## config.mk

```make
export PLATFORM = sky130hd
export DESIGN_NAME = sisc_seq
export DESIGN_NICKNAME = d
export VERILOG_FILES = /design/src/rtl/sisc_seq.sv
export SDC_FILE = /design/constraint.sdc
export NUM_CORES = 1
export LEC_CHECK = 0
export CAP_MARGIN = 20
export CELL_PAD_IN_SITES_DETAIL_PLACEMENT = 0
export CELL_PAD_IN_SITES_GLOBAL_PLACEMENT = 1
export CORE_MARGIN = 2
export CORE_UTILIZATION = 38
export CTS_CLUSTER_DIAMETER = 150
export DETAILED_ROUTE_END_ITERATION = 6
export PLACE_DENSITY = 0.84
export SLEW_MARGIN = 20
export SYNTH_ARGS = -nofsm -noshare
export SYNTH_HDL_FRONTEND = slang
export SYNTH_SLANG_ARGS = --single-unit
export TNS_END_PERCENT = 50
```

## constraint.sdc

```tcl
create_clock -name clk -period 6.8 [get_ports clk]
set_input_delay 1.36 -clock clk [delete_from_list [all_inputs] [get_ports clk]]
set_output_delay 1.36 -clock clk [all_outputs]
set_load 0.03 [all_outputs]
```

## src/rtl/sisc_seq.sv

```systemverilog
// SISC multi-cycle sequencer: fetch handshake, pc/ir ownership,
// phase strobes, branch resolution and halt.
module sisc_seq #(
  parameter int                  PC_WIDTH = 16,
  parameter logic [PC_WIDTH-1:0] RESET_PC = '0
) (
  input  logic                clk,
  input  logic                rst_f,
  input  logic                mem_ready,
  input  logic [31:0]         mem_rdata,
  input  logic [3:0]          stat,
  output logic                mem_req,
  output logic [PC_WIDTH-1:0] mem_addr,
  output logic [PC_WIDTH-1:0] pc,
  output logic [31:0]         ir,
  output logic                exec_en,
  output logic                wb_en,
  output logic                halted,
  output logic [31:0]         retired
);

  typedef enum logic [2:0] {
    FETCH,
    DECODE,
    EXEC,
    WB,
    HALT
  } state_t;

  state_t              state_q, state_d;
  logic [PC_WIDTH-1:0] pc_q, pc_d;
  logic [31:0]         ir_q, ir_d;
  logic [31:0]         ret_q, ret_d;

  logic [3:0]          op;
  logic [3:0]          mm;
  logic                taken;
  logic                is_nop;
  logic                is_bra;
  logic                is_brr;
  logic                is_hlt;
  logic [31:0]         ofs;
  logic [PC_WIDTH-1:0] bra_tgt;
  logic [PC_WIDTH-1:0] brr_tgt;

  assign op      = ir_q[31:28];
  assign mm      = ir_q[27:24];
  assign is_nop  = (op == 4'h0);
  assign is_bra  = (op == 4'h2);
  assign is_brr  = (op == 4'h3);
  assign is_hlt  = (op == 4'hF);
  assign taken   = (mm == 4'b0000) | (|(mm & stat));
  assign ofs     = {{16{ir_q[15]}}, ir_q[15:0]};
  assign bra_tgt = ir_q[PC_WIDTH-1:0];
  assign brr_tgt = pc_q + ofs[PC_WIDTH-1:0];

  assign mem_addr = pc_q;
  assign pc       = pc_q;
  assign ir       = ir_q;
  assign retired  = ret_q;

  // Next-state, datapath updates and phase strobes.
  always_comb begin
    state_d = state_q;
    pc_d    = pc_q;
    ir_d    = ir_q;
    ret_d   = ret_q;
    mem_req = 1'b0;
    exec_en = 1'b0;
    wb_en   = 1'b0;
    halted  = 1'b0;
    unique case (state_q)
      FETCH: begin
        mem_req = 1'b1;
        if (mem_ready) begin
          ir_d    = mem_rdata;
          pc_d    = pc_q + PC_WIDTH'(1);
          state_d = DECODE;
        end
      end
      DECODE: begin
        state_d = is_hlt ? HALT : EXEC;
      end
      EXEC: begin
        exec_en = 1'b1;
        state_d = WB;
        unique case (1'b1)
          is_nop: begin
            ret_d   = ret_q + 32'd1;
            state_d = FETCH;
          end
          is_bra: begin
            if (taken) pc_d = bra_tgt;
            ret_d   = ret_q + 32'd1;
            state_d = FETCH;
          end
          is_brr: begin
            if (taken) pc_d = brr_tgt;
            ret_d   = ret_q + 32'd1;
            state_d = FETCH;
          end
          default: ;
        endcase
      end
      WB: begin
        wb_en   = 1'b1;
        ret_d   = ret_q + 32'd1;
        state_d = FETCH;
      end
      HALT: begin
        halted = 1'b1;
      end
      default: state_d = FETCH;
    endcase
  end

  // State register; reset overrides any in-flight update.
  always_ff @(posedge clk) begin
    if (!rst_f) begin
      state_q <= FETCH;
      pc_q    <= RESET_PC;
      ir_q    <= '0;
      ret_q   <= '0;
    end else begin
      state_q <= state_d;
      pc_q    <= pc_d;
      ir_q    <= ir_d;
      ret_q   <= ret_d;
    end
  end

endmodule
```

==> flow_results.xml, run 1 <==
<?xml version="1.0" encoding="UTF-8"?>
<metrics>
  <group name="min_path">
    <metric name="timing.hold.worst.class" unit="">reg2reg</metric>
    <metric name="min_path_cells" unit="">2</metric>
  </group>
  <group name="routing">
    <metric name="wirelength" unit="um">13410</metric>
    <metric name="vias" unit="">4629</metric>
    <metric name="routedWlPerCell" unit="um">15.20</metric>
    <metric name="first_pass_iters" unit="">4</metric>
    <metric name="dr.first_iter.drc_count" unit="">248</metric>
    <metric name="vias_per_cell" unit="">5.248</metric>
    <metric name="drtAntennaViolNets" unit="">0</metric>
    <metric name="drc" unit="">0</metric>
  </group>
  <group name="floorplanning">
    <metric name="io_pins" unit="">139</metric>
    <metric name="die_width" unit="um">118.0</metric>
    <metric name="initial_core_util" unit="%">38.98</metric>
    <metric name="num_rows" unit="">41</metric>
    <metric name="floorplan.die_area" unit="um^2">13930</metric>
    <metric name="area_of_the_core" unit="um^2">12670</metric>
    <metric name="floorplan.die.height" unit="um">118.0</metric>
  </group>
  <group name="clock_network">
    <metric name="cts_hold_buf" unit="">0</metric>
    <metric name="clock_sinks" unit="">83</metric>
    <metric name="clock-root-buffer" unit="">clkbuf_16</metric>
    <metric name="cts_setup_buffers" unit="">0</metric>
    <metric name="numCtsBuffers" unit="">9</metric>
    <metric name="htree_levels" unit="">3</metric>
    <metric name="cts_max_path_buffers" unit="">2</metric>
    <metric name="cts_resized" unit="">0</metric>
    <metric name="clkLatencyLatePin" unit="ns">0.35</metric>
    <metric name="tritoncts" unit="">done</metric>
    <metric name="clk_transition_reported_paths" unit="ns">0.06</metric>
  </group>
  <group name="critical_path">
    <metric name="crit_required" unit="ns">5.44</metric>
    <metric name="cp.arrival" unit="ns">2.08</metric>
    <metric name="worstSetupPathType" unit="">reg2out</metric>
    <metric name="r2r.worst_path.cells" unit="">8</metric>
    <metric name="critPathMaxFanout" unit="">16</metric>
    <metric name="critical_path.endpoint_type" unit="">output pin</metric>
    <metric name="critical_path.startpoint_type" unit="">flop</metric>
  </group>
  <group name="sta">
    <metric name="report.final.slew_viol_count" unit="">0</metric>
    <metric name="worst_case_headroom_to_the_max_slew_limit" unit="%">51.12</metric>
    <metric name="max_fclk" unit="MHz">291.0</metric>
    <metric name="setup_repair_after_global_routing_missed_its_margin" unit="">no</metric>
    <metric name="timing.clock.skew" unit="ns">0.007621</metric>
    <metric name="timing.hold.ws" unit="ns">0.4714</metric>
    <metric name="finalCritPeriodShare" unit="%">50.53</metric>
    <metric name="finalHoldViolations" unit="">0</metric>
    <metric name="final.setup.worst_slack" unit="ns">3.364</metric>
    <metric name="finalWorstPathRequiredPeriod" unit="ns">3.436</metric>
    <metric name="setup_total_negative_slack" unit="ns">0</metric>
    <metric name="final_setup_violations" unit="">0</metric>
    <metric name="worst_pin_slew" unit="ns">0.7331</metric>
  </group>
  <group name="placement">
    <metric name="dpl.cell_count" unit="">866</metric>
    <metric name="placement.setup.worst_slack" unit="ns">3.321</metric>
    <metric name="detailed_place_hpwl" unit="um">9525</metric>
    <metric name="port-buffer-count" unit="">138</metric>
    <metric name="gp_congestion" unit="">0.8402</metric>
    <metric name="placed_inst_area" unit="um^2">6331</metric>
  </group>
  <group name="global_route">
    <metric name="antenna_found_initial" unit="">0</metric>
    <metric name="wire_length_of_the_first_global_routing_pass" unit="um">22010</metric>
    <metric name="grt_use_total" unit="%">19.17</metric>
    <metric name="number_of_global_route_vias_before_repair" unit="">4406</metric>
    <metric name="grt.overflow.total" unit="">0</metric>
    <metric name="maximum_number_of_pins_on_one_net_before_global_route_repair" unit="">85</metric>
  </group>
  <group name="logic_synthesis">
    <metric name="post_synthesis_instance_area" unit="um^2">4940</metric>
    <metric name="ys_async_sr_fraction" unit="%">0</metric>
    <metric name="ys_top_cells_by_count" unit="">nand2_1 (104), dfxtp_1 (83), a21boi_0 (34), o21ai_0 (32), and2_1 (30)</metric>
    <metric name="synth_enable_flop_cells" unit="">0</metric>
    <metric name="yosys_warnings" unit="">0</metric>
    <metric name="synthesis.nets" unit="">652</metric>
    <metric name="synth_most_common_cell" unit="">nand2_1</metric>
    <metric name="synth.distinct_cells" unit="">71</metric>
    <metric name="synth_area_leaders" unit="">dfxtp_1 (34%), nand2_1 (7.9%), a21boi_0 (5.2%)</metric>
    <metric name="seq_area_frac_synth" unit="%">33.64</metric>
    <metric name="yosysTopAreaCellShare" unit="%">33.64</metric>
    <metric name="postSynthAreaPerCell" unit="um^2">8.302</metric>
    <metric name="netlist_instances" unit="">595</metric>
    <metric name="postSynthRegisterBits" unit="">83</metric>
    <metric name="synth_top_area_cell" unit="">dfxtp_1</metric>
    <metric name="ys.flop_type" unit="">dfxtp_1</metric>
  </group>
  <group name="power_and_ir_drop">
    <metric name="power_leakage" unit="uW">0.002501</metric>
    <metric name="ir_worst_vdd" unit="uV">152.0</metric>
    <metric name="cellPowerDensity" unit="nW/um^2">185.2</metric>
  </group>
  <group name="layout">
    <metric name="fillCellCount" unit="">1197</metric>
    <metric name="diodes" unit="">0</metric>
    <metric name="final_design_area_no_fill" unit="um^2">6620</metric>
    <metric name="area_delta_synth_final" unit="%">34.02</metric>
    <metric name="drive_above_1_share" unit="%">5.634</metric>
    <metric name="nNetsFinal" unit="">762</metric>
    <metric name="stdcell_count" unit="">882</metric>
  </group>
  <group name="job">
    <metric name="max_capacitance_violation_count" unit="">0</metric>
  </group>
  <group name="outcome">
    <metric name="outcome" unit="">finished, final reports clean</metric>
  </group>
</metrics>
-- metrics by stage --
step                      util, %  power [uW]
after floorplan                 -       675.0
after global placement      49.97       760.3
after detailed placement    49.97       764.5
after CTS                   52.25        1241
after global routing        52.25        1276
final                       52.25        1226
-- registers in the layout (all words and copies together) (netlist names) --
name,flops
ir,32
mem_addr,16
retired,32
state_q,3
-- layout make-up --
type                       count  area [um^2]  area share (%)
multi-input combinational    461         3013           45.51
clock inverter                 6        50.05          0.7560
clock buffer                  10        239.0           3.610
timing repair buffer         142         1406           21.24
inverter                       8        35.03          0.5292
sequential                    83         1662           25.10
tap                          172        215.2           3.251
-- cells by family (layout without fill, tap and decap cells) --
group,Yosys count,count (layout),synth area share [%]
adders and majority gates,18,18,4.711
buffers and inverters,51,166,5.497
and+or+nand+nor,246,246,26.93
AOI/OAI and AO/OA,151,151,20.90
muxes,5,5,1.064
xor gates and xnor gates,41,41,7.269
DFF,83,83,33.64
-- placed cells by master (no fill, tap or decap), types with 22 or more instances in the layout --
master and instances:
clkdlybuf4s50_1 137, nand2_1 104, dfxtp_1 83, a21boi_0 34, o21ai_0 32, and2_1 30
xnor2_1 24, a21oi_1 24, nand3_1 22
-- worst paths after layout --
check                    from            to  slack [ns]
setup / recovery   state_q[1]       exec_en        3.36
hold / removal         ir[16]        ir[16]        0.47
setup reg to reg  mem_addr[0]  mem_addr[12]        4.12
hold reg to reg        ir[16]        ir[16]        0.47
-- critical path, stage by stage (launching register included) --
cell             delay [ns]
dfxtp_1                0.48
nand2_2                0.30
clkinv_4               0.24
clkdlybuf4s50_1        0.70
-- power by group --
group	internal (uW)	switching [uW]
sequential	505	25.2
clock	260	213
combinational	96.4	126
total	862	364
-- metal layers --
layer | up-vias | GRT usage, % | wire length, um
li1 | 2318 | - | -
met1 | 2197 | 24.34 | 6104
met2 | 102 | 33.07 | 6614
met3 | 12 | 4.070 | 534
met4 | 0 | 4.669 | 153
met5 | - | 0 | 0
Power figures use the tool's default switching activity.
==> run 2: changes to the inputs <==
Settings changed: CORE_UTILIZATION 38 to 35, PLACE_DENSITY 0.84 to 0.78.
Clock period 6.8 ns to 3.18 ns, I/O delays scaled along.
==> flow_results.xml, run 2 (synthesized netlist as in run 1, its figures left out) <==
<?xml version="1.0" encoding="UTF-8"?>
<metrics>
  <group name="outcome">
    <metric name="outcome" unit="">finished, final reports clean</metric>
  </group>
  <group name="layout">
    <metric name="area_delta_synth_final" unit="%">35.87</metric>
    <metric name="nNetsFinal" unit="">766</metric>
    <metric name="final_common_cell" unit="">clkdlybuf4s50_1</metric>
    <metric name="layout.cells.most_common_list" unit="">clkdlybuf4s50_1 (137), nand2_1 (104), dfxtp_1 (83)</metric>
    <metric name="stdcell_count" unit="">894</metric>
    <metric name="diodes" unit="">0</metric>
    <metric name="drive_above_1_share" unit="%">6.022</metric>
  </group>
  <group name="critical_path">
    <metric name="cell_type_of_the_slowest_stage_on_the_worst_timing_path" unit="">clkdlybuf4s50_1</metric>
    <metric name="critical_path.startpoint_type" unit="">flop</metric>
    <metric name="cp.arrival" unit="ns">2.08</metric>
    <metric name="crit_required" unit="ns">2.54</metric>
    <metric name="critical_path.endpoint_type" unit="">output pin</metric>
    <metric name="worstSetupPathType" unit="">reg2out</metric>
    <metric name="critPathMaxStageDelay" unit="ns">0.71</metric>
    <metric name="critPathMaxFanout" unit="">16</metric>
    <metric name="crit_path_cell_trace" unit="">nor2_2 &gt; nand2_2 &gt; clkinv_4 &gt; clkdlybuf4s50_1</metric>
  </group>
  <group name="placement">
    <metric name="detailed_place_hpwl" unit="um">9753</metric>
    <metric name="dpl.cell_count" unit="">878</metric>
    <metric name="gp_congestion" unit="">0.7841</metric>
    <metric name="placement.setup.worst_slack" unit="ns">0.3613</metric>
    <metric name="port-buffer-count" unit="">138</metric>
  </group>
  <group name="sta">
    <metric name="worst_pin_slew" unit="ns">0.6611</metric>
    <metric name="finalWorstPathRequiredPeriod" unit="ns">2.719</metric>
    <metric name="finalHoldViolations" unit="">0</metric>
    <metric name="final_setup_violations" unit="">0</metric>
    <metric name="worst_case_headroom_to_the_max_slew_limit" unit="%">55.92</metric>
    <metric name="finalCritPeriodShare" unit="%">85.50</metric>
    <metric name="final.setup.worst_slack" unit="ns">0.4612</metric>
    <metric name="timing.clock.skew" unit="ns">0.004971</metric>
    <metric name="setup_repair_after_global_routing_missed_its_margin" unit="">no</metric>
    <metric name="setup_total_negative_slack" unit="ns">0</metric>
    <metric name="report.final.slew_viol_count" unit="">0</metric>
    <metric name="max_fclk" unit="MHz">367.8</metric>
  </group>
  <group name="routing">
    <metric name="wirelength" unit="um">13510</metric>
    <metric name="vias_per_cell" unit="">5.183</metric>
    <metric name="dr.first_iter.drc_count" unit="">256</metric>
    <metric name="routedWlPerCell" unit="um">15.11</metric>
    <metric name="vias" unit="">4634</metric>
    <metric name="first_pass_iters" unit="">4</metric>
    <metric name="drc" unit="">0</metric>
    <metric name="drtAntennaViolNets" unit="">0</metric>
  </group>
  <group name="job">
    <metric name="max_capacitance_violation_count" unit="">0</metric>
  </group>
  <group name="global_route">
    <metric name="grt_use_total" unit="%">18.46</metric>
    <metric name="antenna_found_initial" unit="">0</metric>
    <metric name="groute.layer.met3.usage" unit="%">3.067</metric>
    <metric name="met2_usage_grt" unit="%">28.83</metric>
    <metric name="number_of_global_route_vias_before_repair" unit="">4464</metric>
    <metric name="globalRouteMet1Util" unit="%">24.85</metric>
    <metric name="grt.overflow.total" unit="">0</metric>
    <metric name="maximum_number_of_pins_on_one_net_before_global_route_repair" unit="">49</metric>
    <metric name="globalRoute.busiestLayer" unit="">met2</metric>
    <metric name="wire_length_of_the_first_global_routing_pass" unit="um">22020</metric>
  </group>
  <group name="power_and_ir_drop">
    <metric name="comb_power_share" unit="%">17.5</metric>
    <metric name="ir_worst_vdd" unit="uV">303.5</metric>
    <metric name="cellPowerDensity" unit="nW/um^2">413.9</metric>
    <metric name="share_clk_of_total_power" unit="%">41.7</metric>
    <metric name="power_switching" unit="uW">773.4</metric>
    <metric name="power_leakage" unit="uW">0.002552</metric>
    <metric name="internal-power" unit="uW">2004</metric>
    <metric name="seq_power_share" unit="%">40.8</metric>
    <metric name="power_switching_share" unit="%">27.84</metric>
  </group>
  <group name="clock_network">
    <metric name="cts_hold_buf" unit="">0</metric>
    <metric name="clock-root-buffer" unit="">clkbuf_16</metric>
    <metric name="numCtsBuffers" unit="">9</metric>
    <metric name="htree_levels" unit="">3</metric>
    <metric name="tritoncts" unit="">done</metric>
    <metric name="cts_max_path_buffers" unit="">2</metric>
    <metric name="cts_setup_buffers" unit="">0</metric>
    <metric name="clkLatencyLatePin" unit="ns">0.35</metric>
    <metric name="clk_transition_reported_paths" unit="ns">0.06</metric>
    <metric name="clock_sinks" unit="">83</metric>
    <metric name="cts_resized" unit="">0</metric>
  </group>
  <group name="floorplanning">
    <metric name="floorplan.die_area" unit="um^2">15080</metric>
    <metric name="die_width" unit="um">122.8</metric>
    <metric name="initial_core_util" unit="%">35.73</metric>
    <metric name="num_rows" unit="">43</metric>
    <metric name="floorplan.die.height" unit="um">122.8</metric>
    <metric name="io_pins" unit="">139</metric>
    <metric name="area_of_the_core" unit="um^2">13830</metric>
  </group>
  <group name="min_path">
    <metric name="timing.hold.worst.class" unit="">reg2reg</metric>
  </group>
</metrics>
==> run 2: cell count changes in the layout (fill, tap and decap cells not counted), sizes merged <==
cell and delta:
bufinv +2, clkinvlp -3, clkbuf +1, buf +4
==> run 2: worst max-delay path, delay by kind of cell (launching register included) <==
kind	cells	cell delay, ns
simple gates	2	0.41
buf+inv	2	0.95
flops	1	0.37
==> run 2: final timing paths <==
kind / cells after the start / slack (ns) / from / endpoint
hold / removal: 2 / 0.47 / ir[23] / ir[23]
setup reg to reg: 8 / 0.59 / mem_addr[0] / mem_addr[12]
hold reg to reg: 2 / 0.47 / ir[23] / ir[23]
setup / recovery: 4 / 0.46 / state_q[2] / exec_en
==> run 2: per-layer routing <==
layer / part of all wire (%) / vias up
li1: - / 2332
met3: 4.2 / 19
met1: 48 / 2154
met2: 46 / 129
met5: 0 / -
met4: 2.5 / 0
==> run 2: layout make-up <==
class	instances	area, um^2
Tap cell	180	225.2
Sequential cell	83	1662
Inverter	8	35.03
Fill cell	1347	7116
Multi-Input combinational cell	461	3013
Clock buffer	11	242.7
Clock inverter	5	85.08
Timing Repair Buffer	146	1449
==> run 2: per-stage QoR <==
stage	util [%]	total power (uW)	cell area [um^2]	hold slack [ns]
after global routing	48.54	2902	6711	0.4933
after floorplan	-	1443	4940	0.4987
after CTS	48.54	2811	6711	0.4724
after global placement	46.17	1637	6384	0.4545
after detailed placement	46.17	1643	6384	0.4636
final	48.54	2778	6711	0.4705
==> run 2: power groups by stage <==
stage / Clock (uW) / Sequential, uW / Combinational, uW
finish: 1160 / 1130 / 485
global placement: 0 / 1160 / 481
detailed placement: 0 / 1160 / 486
floorplan: 0 / 1210 / 230
global route: 1230 / 1140 / 526
CTS: 1190 / 1130 / 489
